`config.mk`:
```
export PLATFORM = sky130hd
export DESIGN_NAME = face_seq_ctrl_flat
export DESIGN_NICKNAME = d
export VERILOG_FILES = /design/src/rtl/face_seq_pkg.sv /design/src/rtl/face_seq_ctrl_if.sv /design/src/rtl/face_seq_decode.sv /design/src/rtl/face_seq_ctrl.sv /design/src/flat_wrapper.sv
export SDC_FILE = /design/constraint.sdc
export NUM_CORES = 1
export LEC_CHECK = 0
export ABC_AREA = 1
export CAP_MARGIN = 10
export CELL_PAD_IN_SITES_DETAIL_PLACEMENT = 1
export CELL_PAD_IN_SITES_GLOBAL_PLACEMENT = 1
export CORE_AREA = 10 10 144 279
export CTS_CLUSTER_DIAMETER = 60
export DETAILED_ROUTE_END_ITERATION = 16
export DIE_AREA = 0 0 154 289
export PLACE_DENSITY = 0.63
export SYNTH_ARGS = -nofsm -noshare
export SYNTH_HDL_FRONTEND = slang
export SYNTH_SLANG_ARGS = --single-unit
```
`constraint.sdc`:
```
create_clock -name clk -period 5 [get_ports clk]
set_clock_uncertainty 0.2 [all_clocks]
set_input_delay 1.5 -clock clk [delete_from_list [all_inputs] [get_ports clk]]
set_output_delay 1.5 -clock clk [all_outputs]
set_load 0.05 [all_outputs]
```
`src/rtl/face_seq_pkg.sv`:
```
// rtl/face_seq_pkg.sv - shared types and constants for the FACE instruction sequencer
package face_seq_pkg;

    localparam logic [6:0]  SYSOPCODE  = 7'h0B;
    localparam logic [6:0]  SHAOPCODE  = 7'h2B;
    localparam logic [31:0] NOP_WORD   = 32'h0;

    localparam logic [2:0]  FUNC_FENCE = 3'd0;
    localparam logic [2:0]  FUNC_END   = 3'd1;
    localparam logic [2:0]  FUNC_WAIT  = 3'd2;

    typedef enum logic [3:0] {
        S_IDLE,
        S_FETCH,
        S_RDWAIT,
        S_DECODE,
        S_HAZARD,
        S_ISSUE,
        S_FENCE,
        S_DELAY,
        S_ADV,
        S_DONE
    } seq_state_t;

    typedef enum logic [2:0] {
        CLS_NOP,
        CLS_SYS,
        CLS_SHA,
        CLS_SEQ,
        CLS_ILL
    } word_cls_t;

endpackage

```
`src/rtl/face_seq_ctrl_if.sv`:
```
// rtl/face_seq_ctrl_if.sv - program BRAM and FACE instruction bus seen by the sequencer
interface face_seq_ctrl_if #(
    parameter int PC_W = 16
);
    logic [PC_W-1:0] imem_addr;
    logic [31:0]     imem_rdata;
    logic [31:0]     face_instr;
    logic            face_next_instr;
    logic [3:0]      face_bitbusy;

    modport master (
        output imem_addr,
        output face_instr,
        output face_next_instr,
        input  imem_rdata,
        input  face_bitbusy
    );

    modport slave (
        input  imem_addr,
        input  face_instr,
        input  face_next_instr,
        output imem_rdata,
        output face_bitbusy
    );
endinterface

```
`src/rtl/face_seq_decode.sv`:
```
// rtl/face_seq_decode.sv - classifies a fetched program word for the sequencer FSM
module face_seq_decode
    import face_seq_pkg::*;
#(
    parameter logic [6:0] SEQ_OPCODE = 7'h7F
) (
    input  logic [31:0] ir,
    output word_cls_t   cls,
    output logic [2:0]  func
);

    always_comb begin
        func = ir[9:7];
        cls  = CLS_ILL;
        if (ir == NOP_WORD) begin
            cls = CLS_NOP;
        end else if (ir[6:0] == SYSOPCODE) begin
            cls = CLS_SYS;
        end else if (ir[6:0] == SHAOPCODE) begin
            cls = CLS_SHA;
        end else if (ir[6:0] == SEQ_OPCODE &&
                     (ir[9:7] == FUNC_FENCE || ir[9:7] == FUNC_END || ir[9:7] == FUNC_WAIT)) begin
            cls = CLS_SEQ;
        end
    end

endmodule

```
`src/rtl/face_seq_ctrl.sv`:
```
// rtl/face_seq_ctrl.sv - fetches program words and issues them to FACE one at a time
module face_seq_ctrl
    import face_seq_pkg::*;
#(
    parameter int         PC_W          = 16,
    parameter logic [6:0] SEQ_OPCODE    = 7'h7F,
    parameter int         GUARD         = 2,
    parameter bit         ALLOW_OVERLAP = 1'b0
) (
    input  logic             clk,
    input  logic             rst_n,
    input  logic             start,
    input  logic             abort,
    input  logic [PC_W-1:0]  prog_base,
    input  logic [PC_W-1:0]  prog_len,
    face_seq_ctrl_if.master  fbus,
    output logic             busy,
    output logic             done,
    output logic             err,
    output logic [PC_W-1:0]  pc,
    output logic [31:0]      stall_cnt
);

    localparam int              GW     = (GUARD < 1) ? 1 : $clog2(GUARD + 1);
    localparam logic [GW-1:0]   G_LOAD = GW'(GUARD);
    localparam logic [GW-1:0]   G_ONE  = GW'(1);
    localparam logic [PC_W-1:0] PC_ONE = PC_W'(1);

    seq_state_t       state, nxt;
    logic [PC_W-1:0]  base_q, len_q, pc_inc;
    logic [31:0]      ir;
    logic [19:0]      delay_cnt;
    logic [GW-1:0]    guard_sys, guard_sha;
    word_cls_t        cls;
    logic [2:0]       func;
    logic             sys_idle, sha_idle, both_idle, hazard_ok;
    logic             unused_bits;

    face_seq_decode #(.SEQ_OPCODE(SEQ_OPCODE)) u_decode (
        .ir   (ir),
        .cls  (cls),
        .func (func)
    );

    assign unused_bits = fbus.face_bitbusy[3] ^ fbus.face_bitbusy[0];
    assign pc_inc      = pc + PC_ONE;
    assign busy        = (state != S_IDLE);

    // An engine counts as idle only once its guard has covered the busy-rise latency.
    assign sys_idle  = !fbus.face_bitbusy[2] && (guard_sys == '0);
    assign sha_idle  = !fbus.face_bitbusy[1] && (guard_sha == '0);
    assign both_idle = sys_idle && sha_idle;
    assign hazard_ok = ALLOW_OVERLAP ? ((cls == CLS_SYS) ? sys_idle : sha_idle) : both_idle;

    always_ff @(posedge clk or negedge rst_n) begin
        if (!rst_n) state <= S_IDLE;
        else        state <= nxt;
    end

    always_comb begin
        nxt                  = state;
        fbus.imem_addr       = '0;
        fbus.face_instr      = NOP_WORD;
        fbus.face_next_instr = 1'b0;
        done                 = 1'b0;
        case (state)
            S_IDLE:   if (start) nxt = (prog_len == '0) ? S_DONE : S_FETCH;
            S_FETCH: begin
                fbus.imem_addr = base_q + pc;
                nxt            = S_RDWAIT;
            end
            S_RDWAIT: nxt = S_DECODE;
            S_DECODE: begin
                case (cls)
                    CLS_SYS, CLS_SHA: nxt = S_HAZARD;
                    CLS_NOP:          nxt = S_ADV;
                    CLS_SEQ: begin
                        if (func == FUNC_FENCE)      nxt = S_FENCE;
                        else if (func == FUNC_END)   nxt = S_DONE;
                        else if (ir[31:12] == '0)    nxt = S_ADV;
                        else                         nxt = S_DELAY;
                    end
                    default:          nxt = S_IDLE;
                endcase
            end
            S_HAZARD: if (hazard_ok) nxt = S_ISSUE;
            S_ISSUE: begin
                fbus.face_instr      = ir;
                fbus.face_next_instr = 1'b1;
                nxt                  = S_ADV;
            end
            S_FENCE:  if (both_idle) nxt = S_ADV;
            S_DELAY:  if (delay_cnt <= 20'd1) nxt = S_ADV;
            S_ADV:    nxt = (pc_inc == len_q) ? S_DONE : S_FETCH;
            S_DONE: begin
                done = 1'b1;
                nxt  = S_IDLE;
            end
            default:  nxt = S_IDLE;
        endcase
        if (abort) begin
            nxt                  = S_IDLE;
            fbus.face_instr      = NOP_WORD;
            fbus.face_next_instr = 1'b0;
            done                 = 1'b0;
        end
    end

    always_ff @(posedge clk or negedge rst_n) begin
        if (!rst_n) begin
            base_q    <= '0;
            len_q     <= '0;
            pc        <= '0;
            ir        <= NOP_WORD;
            delay_cnt <= '0;
            guard_sys <= '0;
            guard_sha <= '0;
            err       <= 1'b0;
            stall_cnt <= '0;
        end else begin
            if (guard_sys != '0) guard_sys <= guard_sys - G_ONE;
            if (guard_sha != '0) guard_sha <= guard_sha - G_ONE;
            if (state == S_IDLE && start && !abort) begin
                base_q    <= prog_base;
                len_q     <= prog_len;
                pc        <= '0;
                err       <= 1'b0;
                stall_cnt <= '0;
            end
            if (state == S_RDWAIT && !abort) ir <= fbus.imem_rdata;
            if (state == S_DECODE && !abort) begin
                delay_cnt <= ir[31:12];
                if (cls == CLS_ILL) err <= 1'b1;
            end
            if (state == S_DELAY && delay_cnt != '0) delay_cnt <= delay_cnt - 20'd1;
            if (state == S_HAZARD && stall_cnt != '1) stall_cnt <= stall_cnt + 32'd1;
            if (state == S_ISSUE && !abort) begin
                if (cls == CLS_SYS) guard_sys <= G_LOAD;
                else                guard_sha <= G_LOAD;
            end
            if (state == S_ADV && !abort) pc <= pc_inc;
        end
    end

endmodule

```
`src/flat_wrapper.sv`:
```
// flat-port wrapper written by rule: the top's interface ports become plain ports
module face_seq_ctrl_flat import face_seq_pkg::*;
#(
    parameter int         PC_W          = 16,
    parameter logic [6:0] SEQ_OPCODE    = 7'h7F,
    parameter int         GUARD         = 2,
    parameter bit         ALLOW_OVERLAP = 1'b0
)
  (clk, rst_n, start, abort, prog_base, prog_len, busy, done, err, pc, stall_cnt, fbus_imem_addr, fbus_face_instr, fbus_face_next_instr, fbus_imem_rdata, fbus_face_bitbusy);
  face_seq_ctrl_if #(.PC_W(PC_W)) fbus_i ();
  input  logic clk;
  input  logic rst_n;
  input  logic start;
  input  logic abort;
  input  logic [PC_W-1:0] prog_base;
  input  logic [PC_W-1:0] prog_len;
  output logic busy;
  output logic done;
  output logic err;
  output logic [PC_W-1:0] pc;
  output logic [31:0] stall_cnt;
  output wire logic [$bits(fbus_i.imem_addr)-1:0] fbus_imem_addr;
  output wire logic [$bits(fbus_i.face_instr)-1:0] fbus_face_instr;
  output wire logic [$bits(fbus_i.face_next_instr)-1:0] fbus_face_next_instr;
  input wire logic [$bits(fbus_i.imem_rdata)-1:0] fbus_imem_rdata;
  input wire logic [$bits(fbus_i.face_bitbusy)-1:0] fbus_face_bitbusy;
  assign fbus_imem_addr = fbus_i.imem_addr;
  assign fbus_face_instr = fbus_i.face_instr;
  assign fbus_face_next_instr = fbus_i.face_next_instr;
  assign fbus_i.imem_rdata = fbus_imem_rdata;
  assign fbus_i.face_bitbusy = fbus_face_bitbusy;
  face_seq_ctrl #(.PC_W(PC_W), .SEQ_OPCODE(SEQ_OPCODE), .GUARD(GUARD), .ALLOW_OVERLAP(ALLOW_OVERLAP)) u_core (.clk(clk), .rst_n(rst_n), .start(start), .abort(abort), .prog_base(prog_base), .prog_len(prog_len), .fbus(fbus_i), .busy(busy), .done(done), .err(err), .pc(pc), .stall_cnt(stall_cnt));
endmodule
```
==> results of run 1 <==
## final timing paths
check                                            to  depth (start not counted)                 from  slack (ps)
worst min-delay path            u_core.guard_sha[0]                          1  u_core.guard_sha[0]         250
max in group asynchronous              u_core.ir[0]                          2                rst_n        2820
worst min register to register  u_core.guard_sha[0]                          1  u_core.guard_sha[0]         250
worst max register to register  u_core.delay_cnt[0]                         10  u_core.delay_cnt[9]        2160
worst max-delay path             fbus_imem_addr[12]                          8         u_core.pc[0]         220
min in group asynchronous       u_core.delay_cnt[5]                          1                rst_n         890
## through the flow
step / cell area (um^2) / worst slack [ps]
CTS: 12000 / 39.7
global route: 12000 / 3.36
detailed placement: 11400 / 248
finish: 12000 / 217
floorplan: 8830 / -50.6
global placement: 11400 / 301
## cell families after synthesis
group / Yosys count / share of synthesized area
compound gates: 185 / 0.131
xor+xnor: 24 / 0.0254
fa+ha+maj: 21 / 0.0306
buf+inv: 197 / 0.0892
flops: 141 / 0.399
simple gates: 643 / 0.324
## flip-flops by register name, summed over array words and instances, names as in the netlist
signal            cells
u_core.err            1
u_core.stall_cnt     32
u_core.len_q         16
u_core.guard_sys      2
u_core.delay_cnt     20
u_core.base_q        16
u_core.state          4
u_core.guard_sha      2
u_core.pc            16
u_core.ir            32
## cells in the final DEF, fill, tap and decap left out, types with 12 or more instances in the layout
| cell type | instances |
|---|---|
| a21oi_1 | 63 |
| buf_12 | 35 |
| buf_4 | 16 |
| clkbuf_16 | 17 |
| clkdlybuf4s50_1 | 127 |
| dfrtp_1 | 141 |
| ha_1 | 20 |
| inv_1 | 156 |
| nand2_1 | 283 |
| nand3_1 | 88 |
| nand4_1 | 31 |
| nor2_1 | 164 |
| nor3_1 | 21 |
| nor4_1 | 14 |
| o21ai_0 | 52 |
| o21ai_2 | 12 |
| o22ai_1 | 15 |
| xor2_1 | 18 |
## report_power, final
group / leakage [nW] / total [mW] / switching (mW) / internal, mW
Combinational: 3.34 / 1.08 / 0.718 / 0.366
Clock: 0.310 / 1.38 / 0.532 / 0.848
Sequential: 1.77 / 1.62 / 0.194 / 1.42
Total: 5.41 / 4.08 / 1.44 / 2.64
## routing by layer
metal | track usage | vias up
met5 | 0 | -
met4 | 0.0733 | 12
met3 | 0.0432 | 71
met2 | 0.312 | 178
met1 | 0.133 | 4266
li1 | - | 4322
## final cells by class
cell class / count / area [um^2] / share of cell area
diodes: 1 / 2.50 / 0.000208
clock buffers: 18 / 439 / 0.0365
clock inverters: 14 / 191 / 0.0159
inverters: 169 / 634 / 0.0527
multi-input cells: 873 / 4520 / 0.376
flip-flops and latches: 141 / 3530 / 0.293
well taps: 450 / 563 / 0.0468
repair buffers: 183 / 2140 / 0.178
## repair_timing
action                                  4_1_cts  5_1_grt
resized for setup                             2        5
endpoints found under the hold margin         0        0
endpoints found under the setup margin        2        4
==> results_dict.tcl, run 1 <==
set metrics [dict create \
    grt_max_degree 68 \
    setup_violations 0 \
    cts_setup_buffers 0 \
    met2_length_um 19900 \
    worst_pin_slew_ps 706 \
    cp_top_family "buffers and inverters" \
    die_area_um2 44500 \
    slew_headroom 0.529 \
    synth.most_common_cell "nand2_1" \
    clkSinkCount 141 \
    synth_fp_nets 1304 \
    outcome "complete, no violations" \
    hold_viol 0 \
    ir_drop_v 0.000238 \
    antenna_found_initial 7 \
    top_layer "met5" \
    cp.arrival_ps 3080 \
    ys.flop_type "dfrtp_1" \
    cts.htree.levels 4 \
    drv_cap 0 \
    setup.worst_path.start_class "register" \
    fin_nets 1478 \
    vias 8849 \
    worstPathCellList "ha_1, fa_1, nand3_1, nand3_1, nand3_1, nand3_1, a21oi_1, clkdlybuf4s50_1" \
    cp.required_ps 3300 \
    drive_above_1_share 0.109 \
    wl_per_cell_um 18.5 \
    timing.hold.ws_ps 254 \
    cts_buffers 17 \
    place_congestion 0.844 \
    synth_top_cell_by_area "dfrtp_1" \
    via_per_inst 4.79 \
    hold_class "register to register" \
    finalPower_mw 4.08 \
    met3_length_um 1610 \
    critPathMaxStageDelay_ps 850 \
    dr.pass1.iters 4 \
    die_w_um 154 \
    insertion_delay_ps 440 \
    ys_seq_elements 141 \
    fmax_ghz 0.209 \
    ys_warn_count 0 \
    first_global_vias 9809 \
    critPathSlowestCell "clkdlybuf4s50_1" \
    synth_area_um2 8830 \
    rsz0062_at_grt "false" \
    post-route-util 0.337 \
    clkSlewWorstSetupHoldPaths_ps 60 \
    ant_nets 0 \
    synth_area_leaders "dfrtp_1, nand2_1, nor2_1" \
    synthArstFlopShare 1.00 \
    crit_fanout 5 \
    syn2layout_area_growth_pct 36.2 \
    synth_edf_count 0 \
    min_period_ps 4780 \
    dp.cells 1816 \
    clockBufferDepth 2 \
    wl_met1_um 11400 \
    ys_seq_area_frac 0.399 \
    post-route-period-util 0.957 \
    power_leakage_nw 5.41 \
    synthCells 1211 \
    root_buffer "clkbuf_16" \
    io_buffers 169 \
    die_y_um 289 \
    drt-initial-drc-count 307 \
    drv_slew 0 \
    num_io_pins 172 \
    hpwl_um 27500 \
    start_util 0.248 \
    endpoint_kind "output port" \
    tritoncts "done" \
    path_buf_inv 1 \
    grt_overflow 0 \
    yosysTopAreaCellShare 0.399 \
    netlist_top_cells_count "nand2_1, nor2_1, inv_1" \
    syn_area_per_cell_um2 7.29 \
    fin_tns_setup_ps 0 \
    crit_type "register to output port" \
    fin_cells 1849 \
    p_per_area_nw_per_um2 339 \
    core_um2 35700 \
    num_rows 98 \
    wl_um 34200 \
    n_fill_cell 4310 \
    synth.distinct_cells 50 \
    grt_pass1_wl_um 54300 \
    cp_common_cell "nand3_1" \
    route.detailed.drc 0 \
    cts_hold_buf 0 \
    grt_usage 0.154 \
]
Note: power is estimated with default switching activity, not from simulation.
==> inputs of run 2 (changes only) <==
--- a/config.mk
+++ b/config.mk
@@ -10,7 +10,7 @@
 export CELL_PAD_IN_SITES_DETAIL_PLACEMENT = 1
 export CELL_PAD_IN_SITES_GLOBAL_PLACEMENT = 1
 export CORE_AREA = 10 10 144 279
-export CTS_CLUSTER_DIAMETER = 60
+export CTS_CLUSTER_DIAMETER = 100
 export DETAILED_ROUTE_END_ITERATION = 16
 export DIE_AREA = 0 0 154 289
 export PLACE_DENSITY = 0.63
==> constraint.sdc (replaced) <==
create_clock -name clk -period 5 [get_ports clk]
set_clock_uncertainty 0.2 [all_clocks]
set_input_delay 1.5 -clock clk [delete_from_list [all_inputs] [get_ports clk]]
set_output_delay 1.5 -clock clk [all_outputs]
set_load 0.1 [all_outputs]
==> run 2 against run 1 <==
  * Combinational power up 15%
  * Sequential share of layout area down 0.69 points
  * Flip-flop and latch count unchanged
  * Wire length about the same
  * Sequential power about the same
  * Design area up 2.4%
  * Hold slack better by 2.0 ps
  * Clock power up 3%
  * Highest routed layer unchanged
  * Largest cell class unchanged
  * Global-route usage about the same
  * Die area unchanged
  * Critical path type is now input pin to output port
  * Maximum frequency down 0.18%
==> results_dict.tcl, run 2 (same netlist as run 1, synthesis figures left out) <==
set metrics [dict create \
    num_io_pins 172 \
    reg.largest.list "u_core.ir x32, u_core.stall_cnt x32, u_core.delay_cnt x20" \
    drt-initial-drc-count 315 \
    antennaDiodeCount 0 \
    grt_usage 0.154 \
    io_buffers 169 \
    rsz0062_at_grt "false" \
    hold_class "register to register" \
    outcome "complete, no violations" \
    ant_nets 0 \
    die_y_um 289 \
    multi_input_area_um2 4790 \
    dp.cells 1814 \
    r2r_slack_ps 2210 \
    register_area_um2 3530 \
    num_rows 98 \
    insertion_delay_ps 450 \
    cp_common_cell "buf_12" \
    clkSinkCount 141 \
    slew_headroom 0.312 \
    cp.required_ps 3300 \
    critPathSlowestCell "clkdlybuf4s50_1" \
    ir_drop_v 0.000250 \
    die_area_um2 44500 \
    r2r-end "u_core.stall_cnt[2]" \
    grt_overflow 0 \
    grt_max_degree 82 \
    critPathMaxStageDelay_ps 430 \
    worstPathCellList "clkdlybuf4s50_1, inv_1, nand2_1, nor2_4, clkinv_4, buf_12, nor2_2, buf_12" \
    path_buf_inv 5 \
    cts.htree.levels 4 \
    via_per_inst 4.83 \
    post-route-util 0.345 \
    cp_top_family "buffers and inverters" \
    startpoint "abort" \
    root_buffer "clkbuf_16" \
    dr.pass1.iters 4 \
    min_period_ps 4790 \
    r2r-start "u_core.stall_cnt[1]" \
    finalPower_mw 4.29 \
    tritoncts "done" \
    setup.worst_path.start_class "input pin" \
    power_leakage_nw 5.40 \
    worst_pin_slew_ps 1030 \
    core_um2 35700 \
    fin_cells 1846 \
    crit_type "input pin to output port" \
    wl_um 34300 \
    layout_commonest_cell "nand2_1" \
    first_global_vias 9919 \
    fmax_ghz 0.209 \
    post-route-period-util 0.958 \
    n_fill_cell 4287 \
    endpoint_kind "output port" \
    place_congestion 0.858 \
    drive_above_1_share 0.145 \
    cts_setup_buffers 0 \
    syn2layout_area_growth_pct 39.4 \
    ff2ff_path_depth 13 \
    p_per_area_nw_per_um2 349 \
    crit_fanout 15 \
    hp-start "u_core.guard_sys[0]" \
    start_util 0.248 \
    cp.arrival_ps 3090 \
    clockBufferDepth 2 \
    die_w_um 154 \
    final_cell_mix "nand2_1, inv_1, dfrtp_1" \
    hpwl_um 27500 \
    drv_slew 0 \
    hold_viol 0 \
    wl_per_cell_um 18.6 \
    setup_violations 0 \
    crit_cells 8 \
    fin_nets 1476 \
    clkSlewWorstSetupHoldPaths_ps 60 \
    vias 8916 \
    grt_pass1_wl_um 54400 \
    cts-resized-gates 0 \
    antenna_found_initial 2 \
    drv_cap 0 \
    timing.critical_path.to "fbus_face_instr[31]" \
    cts_buffers 17 \
    route.detailed.drc 0 \
    cts_hold_buf 0 \
]
-- run 2: cell count changes in the layout (fill, tap and decap cells not counted), moves of 4 or more --
| cell | change |
|---|---|
| nor2_4 | +31 |
| clkdlybuf4s50_1 | -9 |
| a21oi_2 | +4 |
| buf_12 | +4 |
| nor2_2 | +5 |
| a21oi_1 | -4 |
| buf_4 | +7 |
| nor2_1 | -36 |
-- run 2: layer usage --
metal  up-vias  routed length, um  track usage
met3        63               1570       0.0368
met2       194              19900        0.307
met1      4332              11600        0.140
met4         4               1210       0.0742
li1       4323                  -            -
met5         -                 18            0
-- run 2: cell type report --
cell class | count | area share
clock buffer | 19 | 0.0352
clock inverter | 13 | 0.0175
inverter | 169 | 0.0519
multi-input combinational | 873 | 0.389
sequential | 141 | 0.287
tap | 450 | 0.0457
timing repair buffer | 181 | 0.174
-- run 2: through the flow --
| step | cell area (um^2) | hold slack, ps | setup TNS, ps | setup WS (ps) |
|---|---|---|---|---|
| 6_report | 12300 | 256 | 0 | 209 |
| 5_1_grt | 12300 | 291 | 0 | 52.7 |
| 4_1_cts | 12300 | 257 | 0 | 178 |
| 3_5_place_dp | 11700 | 249 | 0 | 210 |
| 3_3_place_gp | 11700 | 234 | 0 | 228 |
| 2_1_floorplan | 9120 | 222 | -243 | -243 |
-- run 2: power breakdown --
| part | switching, mW | internal [mW] |
|---|---|---|
| sequential | 0.204 | 1.42 |
| clock | 0.535 | 0.889 |
| combinational | 0.871 | 0.372 |
-- run 2: worst min-delay path by stage --
stage | slack, ps | cells after the start | end
after CTS | 260 | 1 | u_core.guard_sys[0]
after global placement | 230 | 1 | u_core.guard_sys[0]
after detailed placement | 250 | 1 | u_core.guard_sys[0]
final | 260 | 1 | u_core.guard_sys[0]
after floorplan | 220 | 1 | u_core.guard_sha[0]
after global routing | 290 | 1 | u_core.guard_sys[0]
-- run 2: worst reg2reg max path: stages (launching register included) --
cell,delay (ps)
dfrtp_1,430
ha_1,200
nand2_1,70
inv_2,70
nand2_2,130
inv_1,140
nand2_1,120
nor2_4,160
nand4_2,160
nand2_4,290
nand2_4,320
inv_2,260
nand2_1,80
o31ai_1,60
==> inputs of run 3 (changes only) <==
--- a/config.mk
+++ b/config.mk
@@ -14,6 +14,7 @@
 export DETAILED_ROUTE_END_ITERATION = 16
 export DIE_AREA = 0 0 154 289
 export PLACE_DENSITY = 0.63
+export REMOVE_ABC_BUFFERS = 1
 export SYNTH_ARGS = -nofsm -noshare
 export SYNTH_HDL_FRONTEND = slang
 export SYNTH_SLANG_ARGS = --single-unit
==> run 3 against run 2 <==
  * Power is 3.0% lower
  * Clock-buffer cell count unchanged
  * Maximum frequency shrank 0.55%
  * Critical path depth stayed put
  * Global-route usage down 0.13 points
  * Register-to-register slack better by 20 ps
  * Wire length decreased by 0.20%
  * Design area fell by 2.4%
  * Combinational power is 6% lower
  * First-iteration DRC count unchanged
  * Utilization fell by 0.83 points
  * Via count decreased by 0.35%
  * Critical path type unchanged
  * Critical endpoint is now fbus_face_instr[4]
  * Largest power group unchanged
==> results_dict.tcl, run 3 (same netlist as run 1, synthesis figures left out) <==
set metrics [dict create \
    grt_max_degree 91 \
    power_leakage_nw 5.40 \
    endpoint_kind "output port" \
    r2r-start "u_core.pc[1]" \
    vias 8885 \
    hold_viol 0 \
    crit_type "input pin to output port" \
    die_w_um 154 \
    startpoint "abort" \
    fin_cells 1852 \
    critPathMaxStageDelay_ps 450 \
    wl_per_cell_um 18.5 \
    drive_above_1_share 0.119 \
    intPower_mw 2.60 \
    insertion_delay_ps 440 \
    clkSlewWorstSetupHoldPaths_ps 60 \
    setup.worst_path.start_class "input pin" \
    first_global_vias 9885 \
    pwr-share-comb 0.280 \
    antenna_found_initial 1 \
    slew_headroom 0.248 \
    grt_usage 0.153 \
    hp-start "u_core.guard_sys[0]" \
    setup_violations 0 \
    pre_cts_slack_ps 108 \
    swShare 0.376 \
    grt_pass1_wl_um 53600 \
    cts_setup_buffers 0 \
    drv_cap 0 \
    syn2layout_area_growth_pct 36.1 \
    cp.required_ps 3300 \
    rsz0062_at_grt "false" \
    min_period_ps 4820 \
    clkSinkCount 141 \
    crit_fanout 22 \
    drv_slew 0 \
    clkPwrFrac 0.329 \
    worstPathCellList "clkdlybuf4s50_1, inv_1, nand2_1, nor2_2, clkinv_1, buf_4, nor2_1, buf_12" \
    hpwl_um 27400 \
    num_rows 98 \
    ant_nets 0 \
    drt-initial-drc-count 315 \
    p_seq_frac 0.391 \
    hold_class "register to register" \
    reg.largest.list "u_core.ir x32, u_core.stall_cnt x32, u_core.delay_cnt x20" \
    via_per_inst 4.80 \
    fin_tns_setup_ps 0 \
    die_area_um2 44500 \
    core_um2 35700 \
    route.detailed.drc 0 \
    p_switching_mw 1.56 \
    grt_overflow 0 \
    clockBufferDepth 2 \
    num_io_pins 172 \
    start_util 0.248 \
    dp.cells 1818 \
    outcome "complete, no violations" \
    r2r_slack_ps 2230 \
    cp.arrival_ps 3120 \
    post-route-period-util 0.964 \
    cts.htree.levels 4 \
    root_buffer "clkbuf_16" \
    ir_drop_v 0.000248 \
    fmax_ghz 0.208 \
    worst_pin_slew_ps 1130 \
    wl_um 34200 \
    tritoncts "done" \
    place_congestion 0.862 \
    final_cell_mix "nand2_1, nor2_1, inv_1" \
    cts_buffers 17 \
    io_buffers 169 \
    setup_ws_ps 182 \
    fin_nets 1480 \
    die_y_um 289 \
    layout_commonest_cell "nand2_1" \
    dr.pass1.iters 4 \
    p_per_area_nw_per_um2 347 \
    critPathSlowestCell "clkdlybuf4s50_1" \
]
run 3: cell types whose count changed in the layout (fill, tap and decap cells not counted), sizes merged:
cell,previous run,this run
diode,0,2
inv,168,173
buf,63,67
bufinv,5,3
clkinv,8,5
run 3: repair_timing:
item / 4_1_cts / 5_1_grt
setup endpoints to repair: 0 / 5
hold buffers: 0 / 0
resized for setup: 0 / 3
run 3: per-layer routing:
metal	routed length [um]	GRT usage	share of wire	vias to the layer above
met5	0	0	0	-
li1	-	-	-	4326
met2	20300	0.311	0.59	194
met4	1380	0.0811	0.040	0
met1	11200	0.133	0.33	4296
met3	1340	0.0328	0.039	69
run 3: path summary, 6_finish.rpt:
kind / endpoint / cells after the start
worst max-delay path: fbus_face_instr[4] / 8
worst min-delay path: u_core.guard_sys[0] / 1
worst max register to register: u_core.state[3] / 11
worst min register to register: u_core.guard_sys[0] / 1
max in group asynchronous: u_core.ir[1] / 2
min in group asynchronous: u_core.stall_cnt[21] / 1
run 3: power by group through the flow:
stage          combinational [mW]  clock, mW  sequential, mW
3_5_place_dp                 1.19          0            1.65
3_3_place_gp                 1.16          0            1.63
4_1_cts                      1.19       1.42            1.63
2_1_floorplan               0.779          0            1.61
6_report                     1.17       1.37            1.63
5_1_grt                      1.32       1.47            1.66
run 3: per-stage QoR:
stage               area (um^2)  total power [mW]  hold WS [ps]   util
CTS                       12000              4.24           262  0.337
global placement          11400              2.80           235  0.319
detailed placement        11400              2.83           255  0.319
global route              12000              4.45           283  0.337
floorplan                  8680              2.39           222      -
finish                    12000              4.16           265  0.337
run 3: layout make-up:
| class | count | area [um^2] |
|---|---|---|
| Antenna cell | 2 | 5.00 |
| Timing Repair Buffer | 185 | 2140 |
| Multi-Input combinational cell | 873 | 4530 |
| Inverter | 169 | 634 |
| Clock buffer | 19 | 443 |
| Fill cell | 4347 | 23700 |
| Clock inverter | 13 | 179 |
| Sequential cell | 141 | 3530 |
| Tap cell | 450 | 563 |
run 3: worst max-delay path, delay by kind of cell:
family / cells / cell delay [ps]
and+or+nand+nor: 3 / 500
buffers and inverters: 5 / 1100
